**src/rtl/lcd_pkg.sv**
```systemverilog
// Shared definitions for the HD44780 character-LCD refresh sequencer:
// command bytes, sequencer/transfer state encodings and frame byte lookup.
package lcd_pkg;

  localparam logic [7:0] LCD_FUNC_SET = 8'h38;
  localparam logic [7:0] LCD_DISP_ON  = 8'h0C;
  localparam logic [7:0] LCD_ENTRY    = 8'h06;
  localparam logic [7:0] LCD_CLEAR    = 8'h01;
  localparam logic [7:0] LCD_LINE0    = 8'h80;
  localparam logic [7:0] LCD_LINE1    = 8'hC0;

  localparam int N_INIT    = 4;
  localparam int N_REFRESH = 34;

  typedef enum logic [1:0] {
    PWR_WAIT,
    INIT,
    IDLE,
    REFRESH
  } top_state_e;

  typedef enum logic [1:0] {
    PH_IDLE,
    PH_SETUP,
    PH_STROBE,
    PH_WAIT
  } phase_e;

  // Character n (0..31) of the frame; character 0 is the top byte.
  // 31-n is the bitwise inverse of n for a 5-bit index.
  function automatic logic [7:0] frame_byte(input logic [255:0] frame, input logic [4:0] n);
    logic [4:0] m;
    m = ~n;
    return frame[{m, 3'b000} +: 8];
  endfunction

endpackage

```
**src/rtl/lcd_byte_writer.sv**
```systemverilog
// One LCD bus transfer: SETUP (rs/data driven, e low), STROBE (e high), WAIT.
// A new request is accepted while idle or on the last WAIT cycle, so transfers chain gaplessly.
module lcd_byte_writer
  import lcd_pkg::*;
#(
  parameter int T_SETUP      = 4,
  parameter int T_E_HIGH     = 50,
  parameter int T_CMD_WAIT   = 10_000,
  parameter int T_CLEAR_WAIT = 400_000,
  parameter int CNT_W        = 19
) (
  input  logic       sys_clk,
  input  logic       sys_rst,
  input  logic       req,
  input  logic       rs,
  input  logic [7:0] tx_byte,
  input  logic       long_wait,
  output logic       ready,
  output logic       ack,
  output logic [7:0] lcd_data,
  output logic       lcd_e,
  output logic       lcd_rs
);

  localparam logic [CNT_W-1:0] SETUP_LD = CNT_W'(T_SETUP - 1);
  localparam logic [CNT_W-1:0] EHIGH_LD = CNT_W'(T_E_HIGH - 1);
  localparam logic [CNT_W-1:0] CMD_LD   = CNT_W'(T_CMD_WAIT - 1);
  localparam logic [CNT_W-1:0] CLEAR_LD = CNT_W'(T_CLEAR_WAIT - 1);

  phase_e           phase;
  logic [CNT_W-1:0] cnt;
  logic             long_q;

  assign ack   = (phase == PH_WAIT) && (cnt == '0);
  assign ready = (phase == PH_IDLE) || ack;

  always_ff @(posedge sys_clk) begin
    if (sys_rst) begin
      phase    <= PH_IDLE;
      cnt      <= '0;
      long_q   <= 1'b0;
      lcd_data <= 8'h00;
      lcd_e    <= 1'b0;
      lcd_rs   <= 1'b0;
    end else if (req && ready) begin
      phase    <= PH_SETUP;
      cnt      <= SETUP_LD;
      long_q   <= long_wait;
      lcd_data <= tx_byte;
      lcd_rs   <= rs;
      lcd_e    <= 1'b0;
    end else begin
      case (phase)
        PH_SETUP: begin
          if (cnt == '0) begin
            phase <= PH_STROBE;
            cnt   <= EHIGH_LD;
            lcd_e <= 1'b1;
          end else begin
            cnt <= cnt - 1'b1;
          end
        end
        PH_STROBE: begin
          if (cnt == '0) begin
            phase <= PH_WAIT;
            cnt   <= long_q ? CLEAR_LD : CMD_LD;
            lcd_e <= 1'b0;
          end else begin
            cnt <= cnt - 1'b1;
          end
        end
        PH_WAIT: begin
          if (cnt == '0) begin
            phase <= PH_IDLE;
          end else begin
            cnt <= cnt - 1'b1;
          end
        end
        default: begin
          phase <= PH_IDLE;
        end
      endcase
    end
  end

endmodule

```
**src/rtl/lcd_refresh_seq.sv**
```systemverilog
// Owns the character-LCD bus: power-up delay, init commands, then on each start
// writes a snapshot of the 32-character frame (address, 16 bytes, address, 16 bytes).
module lcd_refresh_seq
  import lcd_pkg::*;
#(
  parameter int P_POWERUP    = 1_500_000,
  parameter int T_SETUP      = 4,
  parameter int T_E_HIGH     = 50,
  parameter int T_CMD_WAIT   = 10_000,
  parameter int T_CLEAR_WAIT = 400_000
) (
  input  logic         sys_clk,
  input  logic         sys_rst,
  input  logic [255:0] line_data,
  input  logic         start,
  output logic         busy,
  output logic         done,
  output logic [7:0]   lcd_data,
  output logic         lcd_e,
  output logic         lcd_rs,
  output logic         lcd_rw
);

  localparam int CNT_MAX = (P_POWERUP > T_CLEAR_WAIT) ? P_POWERUP : T_CLEAR_WAIT;
  localparam int CNT_W   = $clog2(CNT_MAX + 1);
  localparam logic [CNT_W-1:0] PWR_LAST = CNT_W'(P_POWERUP - 1);

  top_state_e       state;
  logic [CNT_W-1:0] pwr_cnt;
  logic [5:0]       idx;
  logic [255:0]     snap;

  logic       wr_req;
  logic       wr_rs;
  logic [7:0] wr_byte;
  logic       wr_long;
  logic       wr_ready;
  logic       wr_ack;

  assign lcd_rw = 1'b0;

  // idx is the next transfer to hand to the writer; 33 needs six bits.
  always_comb begin
    wr_req  = 1'b0;
    wr_rs   = 1'b0;
    wr_byte = 8'h00;
    wr_long = 1'b0;
    case (state)
      INIT: begin
        wr_req = idx < 6'(N_INIT);
        case (idx[1:0])
          2'd0:    wr_byte = LCD_FUNC_SET;
          2'd1:    wr_byte = LCD_DISP_ON;
          2'd2:    wr_byte = LCD_ENTRY;
          default: wr_byte = LCD_CLEAR;
        endcase
        wr_long = (idx[1:0] == 2'd3);
      end
      REFRESH: begin
        wr_req = idx < 6'(N_REFRESH);
        if (idx == 6'd0) begin
          wr_byte = LCD_LINE0;
        end else if (idx < 6'd17) begin
          wr_rs   = 1'b1;
          wr_byte = frame_byte(snap, 5'(idx - 6'd1));
        end else if (idx == 6'd17) begin
          wr_byte = LCD_LINE1;
        end else begin
          wr_rs   = 1'b1;
          wr_byte = frame_byte(snap, 5'(idx - 6'd2));
        end
      end
      default: ;
    endcase
  end

  always_ff @(posedge sys_clk) begin
    if (sys_rst) begin
      state   <= PWR_WAIT;
      pwr_cnt <= '0;
      idx     <= '0;
      snap    <= '0;
      busy    <= 1'b1;
      done    <= 1'b0;
    end else begin
      done <= 1'b0;
      if (wr_req && wr_ready) begin
        idx <= idx + 6'd1;
      end
      case (state)
        PWR_WAIT: begin
          if (pwr_cnt == PWR_LAST) begin
            state <= INIT;
          end else begin
            pwr_cnt <= pwr_cnt + 1'b1;
          end
        end
        INIT: begin
          if (wr_ack && idx == 6'(N_INIT)) begin
            state <= IDLE;
            busy  <= 1'b0;
            idx   <= '0;
          end
        end
        IDLE: begin
          if (start) begin
            snap  <= line_data;
            busy  <= 1'b1;
            idx   <= '0;
            state <= REFRESH;
          end
        end
        REFRESH: begin
          if (wr_ack && idx == 6'(N_REFRESH)) begin
            state <= IDLE;
            busy  <= 1'b0;
            done  <= 1'b1;
            idx   <= '0;
          end
        end
        default: state <= PWR_WAIT;
      endcase
    end
  end

  lcd_byte_writer #(
    .T_SETUP      (T_SETUP),
    .T_E_HIGH     (T_E_HIGH),
    .T_CMD_WAIT   (T_CMD_WAIT),
    .T_CLEAR_WAIT (T_CLEAR_WAIT),
    .CNT_W        (CNT_W)
  ) u_writer (
    .sys_clk   (sys_clk),
    .sys_rst   (sys_rst),
    .req       (wr_req),
    .rs        (wr_rs),
    .tx_byte   (wr_byte),
    .long_wait (wr_long),
    .ready     (wr_ready),
    .ack       (wr_ack),
    .lcd_data  (lcd_data),
    .lcd_e     (lcd_e),
    .lcd_rs    (lcd_rs)
  );

endmodule

```
**config.mk**
```make
export PLATFORM = sky130hd
export DESIGN_NAME = lcd_refresh_seq
export DESIGN_NICKNAME = d
export VERILOG_FILES = /design/src/rtl/lcd_pkg.sv /design/src/rtl/lcd_byte_writer.sv /design/src/rtl/lcd_refresh_seq.sv
export SDC_FILE = /design/constraint.sdc
export NUM_CORES = 1
export LEC_CHECK = 0
export ABC_CLOCK_PERIOD_IN_PS = 11570
export CORE_UTILIZATION = 47
export CTS_CLUSTER_SIZE = 12
export DETAILED_ROUTE_END_ITERATION = 7
export DONT_BUFFER_PORTS = 1
export SETUP_SLACK_MARGIN = 0.4
export SKIP_LAST_GASP = 1
export SLEW_MARGIN = 20
export SYNTH_ARGS = -nofsm -noshare
export SYNTH_HDL_FRONTEND = slang
export SYNTH_SLANG_ARGS = --single-unit
export TNS_END_PERCENT = 50
```
**constraint.sdc**
```tcl
create_clock -name sys_clk -period 11.57 [get_ports sys_clk]
set_input_delay 2.8925 -clock sys_clk [delete_from_list [all_inputs] [get_ports sys_clk]]
set_output_delay 2.8925 -clock sys_clk [all_outputs]
set_load 0.02 [all_outputs]
```
# --- Yosys cells after proc, flatten, opt, wreduce, memory -nomap -nowiden ---
# Cells that the tools add are included.
op_classes:
  eq_ne: 25
  n_reduce_logical: 25
  magnitude_cmp: 3
  shifts: 2
  bitwise: 4
  muxes: 40
  addsub: 5
op_table:
  columns: ["operator", "n"]
  rows:
  - ["indexed part select 256 x 9 -> 8 bit", 2]
  - ["two-way mux 21 bit", 3]
  - ["case mux 21 bit (3 select lines)", 1]
  - ["case mux 6 bit (3 select lines)", 2]
  - ["two-way mux 6 bit", 4]
  - ["two-way mux 8 bit", 3]
  - ["adder 21 x 1 -> 21 bit (second input constant)", 1]
  - ["== test 21 bit (second input constant)", 1]
  - ["logical NOT 21 bit", 1]
  - ["subtractor 21 x 1 -> 21 bit (second input constant)", 1]
  - ["two-way mux 19 bit", 1]
  - ["two-way mux 2 bit", 8]
  - ["case mux 8 bit (2 select lines)", 1]
  - ["== test 2 bit (second input constant)", 6]
  - ["two-way mux 1 bit", 12]
  - ["!= test 2 bit (second input constant)", 6]
  - ["inverter 5 bit", 2]
  - ["AND reduction 3 bit", 3]
  - ["case mux 2 bit (4 select lines)", 1]
  - ["AND reduction 2 bit", 4]
  - ["AND reduction 4 bit", 2]
  - ["adder 6 x 1 -> 6 bit (second input constant)", 1]
  - ["== test 2 x 1 -> 1 bit (second input constant)", 3]
  - ["== test 6 x 3 -> 1 bit (second input constant)", 1]
  - ["other kinds (22)", 34]
word_totals:
  output_inout_bits: 13
  inputBits: 259
  elab_cells: 118
  reg_bits: 321

# --- Longest topological paths before layout ---
# Gate-level depths: netlist of the first run.
depth:
  depth_word: 7
  ltp_mapped: 17
  mapped_depth_nobuf: 8

# --- By module ---
# A second synthesis of the first run with hierarchy kept.
unflattened:
  hier_cells: 1907
  hier_area_um2: 16824.9
modules_own_cells:
  columns: ["mod", "area_each_um2", "seq_area_each_um2", "cells_per_inst", "instances"]
  rows:
  - ["lcd_refresh_seq", 14801.7, 5745.5, 1653, 1]
  - ["lcd_byte_writer", 2023.2, 680.7, 254, 1]

# --- Worst setup path after synthesis of the first run ---
# No wires, ideal clock.
synth_timing:
  kind: "input port to flip-flop"
  startpoint: "input sys_rst"
  endpoint: "register u_writer.lcd_data[0]"
  t_arrival_ns: 4.296
  path_slack_ns: 7.140
  path_buffers: 1
  setup_ns: 0.134
  t_required_ns: 11.436
  cell_stages: 7
  cell_sequence: "clkbuf_1 > clkinv_1 > nand3_1 > nor4_1 > nand3b_1 > o21ai_0 > or4_1"
synth_rtl:
  columns: ["item", "line_no", "rtl"]
  rows:
  - ["from (decl)", "lcd_refresh_seq.sv:13", "input logic sys_rst,"]
  - ["to (signal assigned)", "lcd_byte_writer.sv:49", "lcd_data <= tx_byte;"]
  - ["to (decl)", "lcd_byte_writer.sv:20", "output logic [7:0] lcd_data,"]

# --- Final worst setup path of the first run ---
layout_timing:
  startpoint: "input start"
  endpoint: "register snap[110]"
layout_between:
  elab_chain_len: 1
layout_rtl:
  columns: ["item", "line_no", "rtl"]
  rows:
  - ["from (decl)", "lcd_refresh_seq.sv:15", "input logic start,"]
  - ["AND reduction 2 bit (no line)", null, null]
  - ["to (signal assigned)", "lcd_refresh_seq.sv:107", "snap <= line_data;"]
  - ["to (decl)", "lcd_refresh_seq.sv:31", "logic [255:0] snap;"]
# Every way passes these cells.
# A chain may end at the register's enable or synchronous reset.

==> results.md, run 1 <==
* Critical-path cell list: nor2b_1 -> nand2_4 -> buf_4 -> buf_4 -> nand2_1 -> a21oi_1
* Clk slew on worst S/H paths at approximately 0.060 ns
* Synth top area share at 38.9%
* Drt pass-1 iters at 5
* Sequential fraction of the synthesis area at about two fifths
* Initial core utilization at between 40% and 50%
* # fillers at 3,376
* Clock Root Buffer: clkbuf_16
* Worst hold endpoint: snap[47]$_SDFFE_PP0P_
* Reg2Reg Setup Slack at between 7 and 8 ns
* Max-cap violation count at 0
* CP startpoint kind: input pin
* Sw frac at between 30% and 40%
* Cts bufs inserted at 37
* DR vias at about 14,000
* CTS tree: built
* Final Hold Viols at 0
* Clock skew at about 0.016 ns
* Layout cell share with drive strength beyond 1 at ~12%
* Post-synth EDFFs at 0
* Reg power frac at 37.6%
* Slowest stage cell, crit path: buf_4
* Final net count at just over 2,000
* Cell family with most CP delay: buffers and inverters
* Synthesized net count at approximately 2,200
* Global route overflow at 0
* Setup Fix Bufs, Post-CTS at 0
* Count of final setup violators at 0
* Synth Area per Inst at a little under 9 sq um
* Int Power at between 2000 and 2500 uW
* Layout area overhead at 7.78%
* Setup crit end kind: flip-flop
* Design area at approximately 18,000 sq um
* Final Critical Period at roughly 5 ns
* Leak at between 0.005 and 0.006 uW
* Final Core Density at between 50% and 60%
* Period utilisation layout at 42.2%
* Placed cell areas at between 15,000 and 20,000 sq um
* Synth area leaders: dfxtp_1 (39%), mux4_2 (19%), nand2_1 (14%)
* Post-Syn Area at ~17,000 sq um
* Via density at 6.02
* PostCTS Resize Cnt at 0
* Io pins at 272
* Initial DRC count at ~1,200
* Post-DRT Antenna Nets at 0
* Vias in the first global route at 13,005
* Routed wire per std cell at 22.1 um
* Worst reg2reg startpoint: idx[1]$_SDFF_PP0_
* Clock latency on the worst-skew pair at 0.53 ns
* Gpl congestion at just over 0.9
* Total power at 3190 uW
* RSZ-0062 raised after global routing: no
* Largest net degree at the start of global routing at about 290
* Run status: finished, final reports clean
* Power per cell area at approximately 180 nW/um^2
* Sw power at about 1100 uW
* Unique masters post-synth at 66
* H-tree depth at 2
* Synth area leader: dfxtp_1
* Main synth FF type: dfxtp_1
* Fmax at ~200 MHz
* Most used cell, CP: buf_4
* CTS Sinks at around 320
* Core box area at around 35,000 sq um
* Die area at roughly 36,000 sq um
* Critical Path RT at between 10 and 15 ns
* Slew Viols, Final at 0
* Worst setup path class: input pin to flip-flop
* Initial antenna violation count at 7
* Critical path fanouts, max at around 70
* Max-slew headroom at 35.1%
* CP Data Arrival Time at 5.32 ns
* Detailed placement HPWL at 35,700 um
* Slew @ Worst Pin at roughly 0.96 ns
* R2r endpoint: u_writer.lcd_data[0]$_SDFFE_PP0P_
* Total negative slack at 0 ns
* Clk pwr share at between 30% and 40%
* Num rows at 68
* CP Buf/Inv Count at 2
* Gr usage total at between 20 and 30%
* Worst hold path type: flip-flop to flip-flop
* Combinational group share of total power at a little over a quarter
* Worst vdd ir at 0.268 mV
* Register bit total from synthesis at ~320
* Clock Path Buffers at 3
* Crit path largest cell delay at 0.71 ns
* Die width at approximately 190 um
* Synth cell count leaders: nand2_1 (599), dfxtp_1 (321), a21oi_1 (291)
* Worst R2R Path Depth at 8
* Die H at 189 um
* Cell count after synthesis at 1,888
* Drc violations at 0
* Top-count cell post-synth: nand2_1
* Synth async-reset ratio at 0%
* Synth warn at 0
* Final Routed Wirelength at ~50,000 um
* Hold_buf cts at 0
* I/O Buffers at 0
* First-pass GRT wire length at approximately 77,000 um
* Hold WS at about 0.46 ns
* Hold path startpoint: snap[47]$_SDFFE_PP0P_
* Hold Crit Depth at 2
## worst max path at each step
stage	startpoint	endpoint	slack, ns	cells after the start
6_report	start	snap[110]$_SDFFE_PP0P_	6.69	6
5_1_grt	start	snap[110]$_SDFFE_PP0P_	6.50	6
4_1_cts	start	snap[110]$_SDFFE_PP0P_	6.71	6
3_5_place_dp	start	snap[44]$_SDFFE_PP0P_	6.16	6
3_3_place_gp	start	snap[38]$_SDFFE_PP0P_	6.23	6
2_1_floorplan	sys_rst	u_writer.lcd_data[0]$_SDFFE_PP0P_	7.14	7
## layer usage
layer,part of all wire [%],vias to the layer above,GRT usage (%)
li1,-,6467,-
met1,42,6707,37.3
met2,46,439,44.0
met3,7.1,102,6.02
met4,3.9,8,11.8
met5,0.11,-,0
## placed cells by master (no fill, tap or decap), types with 4 or more instances in the layout
cell	netlist	final
xor2_1	20	20
o22ai_1	4	4
dfxtp_1	321	319
xnor2_1	11	9
ha_1	15	14
clkbuf_1	110	9
o211ai_1	5	5
nand3_1	30	30
and2_1	8	7
mux4_2	137	137
mux2i_1	41	41
clkbuf_16	0	37
clkinv_2	0	9
nor3_1	17	17
nor2b_1	6	6
or4_1	10	10
inv_1	14	14
nor2_1	70	70
buf_4	11	14
nand4_1	19	19
a31oi_1	9	9
clkbuf_8	0	7
a21o_1	4	4
nor4_1	11	11
nand2_1	599	598
o21ai_0	19	19
and3_1	15	15
a21oi_1	291	291
a22oi_1	6	6
## logic make-up after synthesis
logic type | share of synthesized area, %
mux | 21.3
other cells | 0.0227
compound gates | 12.4
buf+inv | 4.30
xor+xnor | 1.81
fa+ha+maj | 1.14
flops | 38.9
simple gates | 20.1
## power groups by stage
| stage | registers, uW | clock network, uW | logic [uW] |
|---|---|---|---|
| global placement | 1220 | 0 | 816 |
| floorplan | 1200 | 0 | 667 |
| global route | 1200 | 1220 | 922 |
| detailed placement | 1220 | 0 | 820 |
| CTS | 1200 | 1170 | 823 |
| finish | 1200 | 1150 | 839 |
## worst reg2reg max path, stage by stage, from the launching register on
cell and delay (ns):
dfxtp_4 0.84, inv_1 0.31, ha_4 0.68, buf_4 0.58
mux4_2 0.68, mux4_2 0.49, mux2i_1 0.13, nor2_1 0.07
or4_1 0.49
## sequential cells by signal, summed over array words and instances (netlist names)
| register | flops |
|---|---|
| idx | 6 |
| u_writer.lcd_rs | 1 |
| u_writer.lcd_e | 1 |
| u_writer.long_q | 1 |
| busy | 1 |
| u_writer.cnt | 21 |
| pwr_cnt | 21 |
| snap | 256 |
| u_writer.lcd_data | 8 |
| done | 1 |
| u_writer.phase | 2 |
| state | 2 |
## per-stage QoR
stage	instances	setup WS [ns]
2_1_floorplan	1888	7.14
3_3_place_gp	2208	6.23
3_5_place_dp	2208	6.16
4_1_cts	2275	6.71
5_1_grt	2277	6.50
6_report	2278	6.69
## final cells by class
type / instances / area, sq um / share of cell area (%)
Multi-Input combinational cell: 1401 / 9420 / 52.9
Sequential cell: 321 / 6430 / 36.2
Clock buffer: 53 / 1060 / 5.93
Tap cell: 455 / 569 / 3.20
Clock inverter: 14 / 130 / 0.731
Timing Repair Buffer: 15 / 116 / 0.654
Inverter: 16 / 60.1 / 0.338
Antenna cell: 3 / 7.51 / 0.0422
(Power assumes the default switching activity.)
==> inputs of run 2 (changes only) <==
ABC_CLOCK_PERIOD_IN_PS = 4370   (was 11570)
clock period = 4.37 ns   (was 11.57 ns; I/O delays follow)
==> results.md, run 2 (synthesis results as in run 1) <==
* Run status: finished, final reports clean
* Largest registers: snap (256), pwr_cnt (21), u_writer.cnt (21)
* Slew @ Worst Pin at 1.00 ns (+0.0368 ns)
* Routed wire per std cell at 22.5 um (+1.6%)
* # diodes at 0 (-3)
* Final Routed Wirelength at 51,100 um (+1.4%)
* Clock Path Buffers at 3 (unchanged)
* Critical path fanouts, max at 21 (-70%)
* CTS Sinks at 321 (unchanged)
* Setup Fix Bufs, Post-CTS at 0 (unchanged)
* Worst vdd ir at 0.555 mV (+110%)
* Power per cell area at 474 nW/um^2 (+160%)
* Period utilisation layout at roughly four fifths
* Area of the multi-input gates at 9410 sq um (about the same)
* Initial DRC count at 1,188 (-2.7%)
* Reg area at 6430 sq um (unchanged)
* Layout area overhead at 8.25%
* Io pins at 272 (unchanged)
* Final Hold Viols at 0 (unchanged)
* Gr usage total at 28.4% (+0.43 points)
* Clock latency on the worst-skew pair at 0.54 ns (about the same)
* R2r endpoint: u_writer.lcd_data[5]$_SDFFE_PP0P_
* Max-slew headroom at 33.2% (-1.9 points)
* Final net count at 2,071 (+0.24%)
* Worst R2R Path Depth at 8 (unchanged)
* Cts bufs inserted at 37 (unchanged)
* Global route overflow at 0 (unchanged)
* RSZ-0062 raised after global routing: no
* Die area at 35,900 sq um (unchanged)
* Drt pass-1 iters at 5 (unchanged)
* Fmax at roughly 290 MHz
* Post-DRT Antenna Nets at 0 (unchanged)
* Total negative slack at 0 ns (unchanged)
* Most frequent cells in the layout: nand2_1 (598), dfxtp_1 (319), a21oi_1 (291)
* Biggest register: snap
* CP Data Arrival Time at 3.85 ns (-1.47 ns)
* Slew Viols, Final at 0 (unchanged)
* I/O Buffers at 0 (unchanged)
* Pre-CTS setup slack at 1.02 ns (-5.14 ns)
* Clock Root Buffer: clkbuf_16
* Hold Crit Depth at 2 (unchanged)
* Hold path startpoint: snap[55]$_SDFFE_PP0P_
* Detailed placement HPWL at 37,200 um (+4.3%)
* Critical Path RT at 4.80 ns (-7.21 ns)
* Layout cell share with drive strength beyond 1 at 12.3% (-0.10 points)
* Drc violations at 0 (unchanged)
* Initial antenna violation count at 0 (-7)
* Largest net degree at the start of global routing at 288 (unchanged)
* Setup crit end kind: flip-flop
* Clock skew at 0.0204 ns (+0.00468 ns)
* CTS tree: built
* Gpl congestion at 0.956 (+2.7%)
* Clk slew on worst S/H paths at 0.06 ns (about the same)
* Num rows at 68 (unchanged)
* Commonest non-fill, non-tap cell in the layout: nand2_1
* Die H at 189 um (unchanged)
* Worst reg2reg startpoint: idx[2]$_SDFF_PP0_
* Final Critical Period at ~3.4 ns
* # fillers at 3,276 (-3.0%)
* Initial core utilization at 47.8% (unchanged)
* H-tree depth at 2 (unchanged)
* PostCTS Resize Cnt at 0 (unchanged)
* Core box area at 34,500 sq um (unchanged)
* DR vias at 13,804 (+0.59%)
* Max-cap violation count at 0 (unchanged)
* CP startpoint kind: flip-flop
* Vias in the first global route at 13,184 (+1.4%)
* Die width at 189 um (unchanged)
* Leak at 0.00571 uW (+0.48%)
* Count of final setup violators at 0 (unchanged)
* Post-route setup slack at 0.948 ns (-5.74 ns)
* Largest register FFs at 256 (unchanged)
* Critical path launch point: idx[2]$_SDFF_PP0_
* Worst hold path type: flip-flop to flip-flop
* Worst setup path class: flip-flop to flip-flop
* First-pass GRT wire length at 78,000 um (+1.3%)
* Via density at 6.07 (+0.77%)
* Hold_buf cts at 0 (unchanged)
* Reg2Reg Setup Slack at 0.95 ns (-6.21 ns)
* Worst hold endpoint: snap[55]$_SDFFE_PP0P_
[run 2: cell count changes in the layout (fill, tap and decap cells not counted), sizes merged]
cell,change
buf,+5
clkbuf,-1
clkinv,-5
clkinvlp,+1
diode,-3
inv,-1
[run 2: report_power, final]
group	total, uW	internal [uW]	switching, uW	leakage, uW
Sequential	3150	3020	124	0.00259
Combinational	2270	768	1510	0.00255
Clock	3050	1810	1230	0.000568
[run 2: metrics by stage]
| step | hold WS (ns) | instance area, sq um | util, % | std cells | power [uW] |
|---|---|---|---|---|---|
| 6_report | 0.458 | 17900 | 51.7 | 2274 | 8470 |
| 5_1_grt | 0.468 | 17900 | 51.7 | 2274 | 8890 |
| 4_1_cts | 0.459 | 17900 | 51.7 | 2274 | 8480 |
| 3_5_place_dp | 0.450 | 16700 | 48.3 | 2213 | 5430 |
| 3_3_place_gp | 0.447 | 16700 | 48.3 | 2213 | 5420 |
| 2_1_floorplan | 0.436 | 16500 | - | 1888 | 4940 |
[run 2: per-layer routing]
metal	global-route usage [%]	wire length, um
met1	37.5	21200
met2	45.8	24300
met3	5.95	3860
met4	10.7	1760
met5	0	0
[run 2: worst max-delay path, stage by stage (launching register included)]
cell     delay (ns)
dfxtp_1        0.62
inv_1          0.20
ha_1           0.91
buf_4          0.28
mux4_2         0.34
mux4_2         0.47
mux2i_1        0.16
o22ai_1        0.10
a211o_1        0.22
[run 2: worst max-delay path by stage]
stage | endpoint | slack [ns] | cells past startpoint
final | u_writer.lcd_data[5]$_SDFFE_PP0P_ | 0.95 | 8
after global routing | u_writer.lcd_data[5]$_SDFFE_PP0P_ | 0.81 | 8
after CTS | u_writer.lcd_data[5]$_SDFFE_PP0P_ | 0.99 | 8
after detailed placement | u_writer.lcd_data[5]$_SDFFE_PP0P_ | 1.02 | 8
after global placement | u_writer.lcd_data[5]$_SDFFE_PP0P_ | 1.09 | 8
after floorplan | u_writer.lcd_data[5]$_SDFFE_PP0P_ | 0.42 | 16
[run 2: layout make-up]
cell class,count,share of cell area (%)
inverter,16,0.336
timing repair buffer,20,1.26
sequential,321,36.0
multi-input combinational,1401,52.7
clock inverter,9,0.581
tap,455,3.19
clock buffer,52,5.97
==> inputs of run 3 (changes only) <==
ABC_CLOCK_PERIOD_IN_PS = 3500   (was 4370)
clock period = 3.5 ns   (was 4.37 ns; I/O delays follow)
==> results.md, run 3 (synthesis results as in run 1) <==
* DR vias at 13,915 (+0.80%)
* Drt pass-1 iters at 5 (unchanged)
* Worst R2R Path Depth at 8 (unchanged)
* Leak at 0.00585 uW (+2.5%)
* Clock Path Buffers at 3 (unchanged)
* CP startpoint kind: flip-flop
* Commonest non-fill, non-tap cell in the layout: nand2_1
* Final Routed Wirelength at 51,300 um (+0.29%)
* CTS tree: built
* Via density at 6.04 (-0.42%)
* Clock latency on the worst-skew pair at 0.54 ns (about the same)
* Layout area overhead at 9.68%
* CP Data Arrival Time at 3.34 ns (-0.51 ns)
* CTS Sinks at 321 (unchanged)
* M1 wire length at 20,700 um (-2.5%)
* Total power at 10,700 uW (+27%)
* H-tree depth at 2 (unchanged)
* Power per cell area at 593 nW/um^2 (+25%)
* Initial DRC count at 1,415 (+19%)
* Biggest register: snap
* Initial antenna violation count at 2 (+2)
* Hold path startpoint: sys_rst
* Final net count at 2,096 (+1.2%)
* Run status: finished, final reports clean
* Met3 Routed Length at 4620 um (+20%)
* Hold Crit Depth at 1 (-1)
* Vias in the first global route at 12,846 (-2.6%)
* Critical Path RT at 3.91 ns (-0.89 ns)
* Reg2Reg Setup Slack at 0.57 ns (-0.37 ns)
* Slew Viols, Final at 0 (unchanged)
* Worst hold endpoint: pwr_cnt[2]$_SDFFE_PP0P_
* Slew @ Worst Pin at 1.04 ns (+0.0365 ns)
* Worst hold path type: input pin to flip-flop
* First-pass GRT wire length at 76,600 um (-1.8%)
* Global route overflow at 0 (unchanged)
* Critical path fanouts, max at 106 (+400%)
* Total negative slack at 0 ns (unchanged)
* RSZ-0062 raised after global routing: yes
* Io pins at 272 (unchanged)
* Clock skew at 0.0249 ns (+0.00454 ns)
* Final Hold Viols at 0 (unchanged)
* Setup crit end kind: flip-flop
* Clk slew on worst S/H paths at 0.06 ns (about the same)
* Hold_buf cts at 0 (unchanged)
* Die area at 35,900 sq um (unchanged)
* Worst setup path class: flip-flop to flip-flop
* Die width at 189 um (unchanged)
* Max-slew headroom at 30.1% (-3.1 points)
* Gr usage total at 28.3% (-0.15 points)
* Largest registers: snap (256), pwr_cnt (21), u_writer.cnt (21)
* Die H at 189 um (unchanged)
* Detailed placement HPWL at 38,300 um (+2.7%)
* Most frequent cells in the layout: nand2_1 (598), dfxtp_1 (318), a21oi_1 (291)
* Worst reg2reg startpoint: idx[0]$_SDFF_PP0_
* Largest net degree at the start of global routing at 288 (unchanged)
* Uppermost routed layer: met4
* Cts bufs inserted at 37 (unchanged)
* I/O Buffers at 0 (unchanged)
* Period utilisation layout at 83.6% (+5.3 points)
* Count of final setup violators at 0 (unchanged)
* Post-DRT Antenna Nets at 0 (unchanged)
* Gpl congestion at 0.919 (-3.9%)
* Worst vdd ir at 0.599 mV (+8.0%)
* R2r endpoint: u_writer.lcd_data[2]$_SDFFE_PP0P_
* Initial core utilization at 47.8% (unchanged)
* Final Critical Period at 2.93 ns (-0.495 ns)
* Core box area at 34,500 sq um (unchanged)
* Met2 WL at 24,200 um (-0.57%)
* Fmax at 342 MHz (+17%)
* Drc violations at 0 (unchanged)
* Num rows at 68 (unchanged)
* Layout cell share with drive strength beyond 1 at 13.7% (+1.4 points)
* Max-cap violation count at 0 (unchanged)
* Largest register FFs at 256 (unchanged)
* Routed wire per std cell at 22.3 um (-0.93%)
* Clock Root Buffer: clkbuf_16
run 3: cell count changes in the layout (fill, tap and decap cells not counted), sizes merged:
cell	before	now
inv	15	16
diode	0	1
buf	20	45
clkinvlp	2	1
clkbuf	52	54
run 3: area by class of cell:
cell class	count	area (sq um)
clock inverters	9	109
fillers	3314	16400
diodes	1	2.50
multi-input cells	1401	9410
well taps	455	569
flip-flops and latches	321	6430
repair buffers	45	437
inverters	16	70.1
clock buffers	54	1070
run 3: metrics by stage:
step / worst slack [ns] / hold slack (ns) / std cells / area (sq um) / utilization (%)
6_report: 0.573 / 0.440 / 2302 / 18100 / 52.4
5_1_grt: 0.360 / 0.415 / 2301 / 18100 / 52.4
4_1_cts: 0.466 / 0.414 / 2297 / 18000 / 52.3
3_5_place_dp: 0.457 / 0.459 / 2234 / 16900 / 48.8
3_3_place_gp: 0.517 / 0.452 / 2234 / 16900 / 48.8
2_1_floorplan: 0.0602 / 0.436 / 1888 / 16700 / -
run 3: worst max path at each step:
| stage | slack, ns | depth (start not counted) | from | endpoint |
|---|---|---|---|---|
| 2_1_floorplan | 0.06 | 15 | idx[1]$_SDFF_PP0_ | u_writer.lcd_data[1]$_SDFFE_PP0P_ |
| 3_3_place_gp | 0.52 | 8 | idx[1]$_SDFF_PP0_ | u_writer.lcd_data[0]$_SDFFE_PP0P_ |
| 3_5_place_dp | 0.46 | 8 | idx[0]$_SDFF_PP0_ | u_writer.lcd_data[1]$_SDFFE_PP0P_ |
| 4_1_cts | 0.47 | 8 | idx[0]$_SDFF_PP0_ | u_writer.lcd_data[1]$_SDFFE_PP0P_ |
| 5_1_grt | 0.36 | 8 | idx[0]$_SDFF_PP0_ | u_writer.lcd_data[2]$_SDFFE_PP0P_ |
| 6_report | 0.57 | 8 | idx[0]$_SDFF_PP0_ | u_writer.lcd_data[2]$_SDFFE_PP0P_ |
run 3: timing repair:
action / CTS / global route
endpoints found under the setup margin: 0 / 6
endpoints found under the hold margin: 0 / 0
buffers inserted: 0 / 4
gates resized for setup: 0 / 3
run 3: per-layer routing:
metal / global-route usage (%) / up-vias
met3: 7.25 / 114
met2: 44.9 / 636
li1: - / 6510
met5: 0 / -
met1: 37.1 / 6655
met4: 10.5 / 0
run 3: worst max-delay path: stages, from the launching register on:
cell and delay, ns:
dfxtp_4 0.38, buf_16 0.41, ha_1 0.30, nand3b_1 0.10
a2111oi_2 0.52, nor4_1 0.23, nand3b_1 0.18, o21ai_0 0.15
or4_1 0.53
run 3: where the power goes:
part | switching (uW) | total, uW | internal (uW)
Sequential | 158 | 3930 | 3780
Combinational | 1900 | 3010 | 1100
Clock | 1530 | 3810 | 2270
Total | 3600 | 10700 | 7150
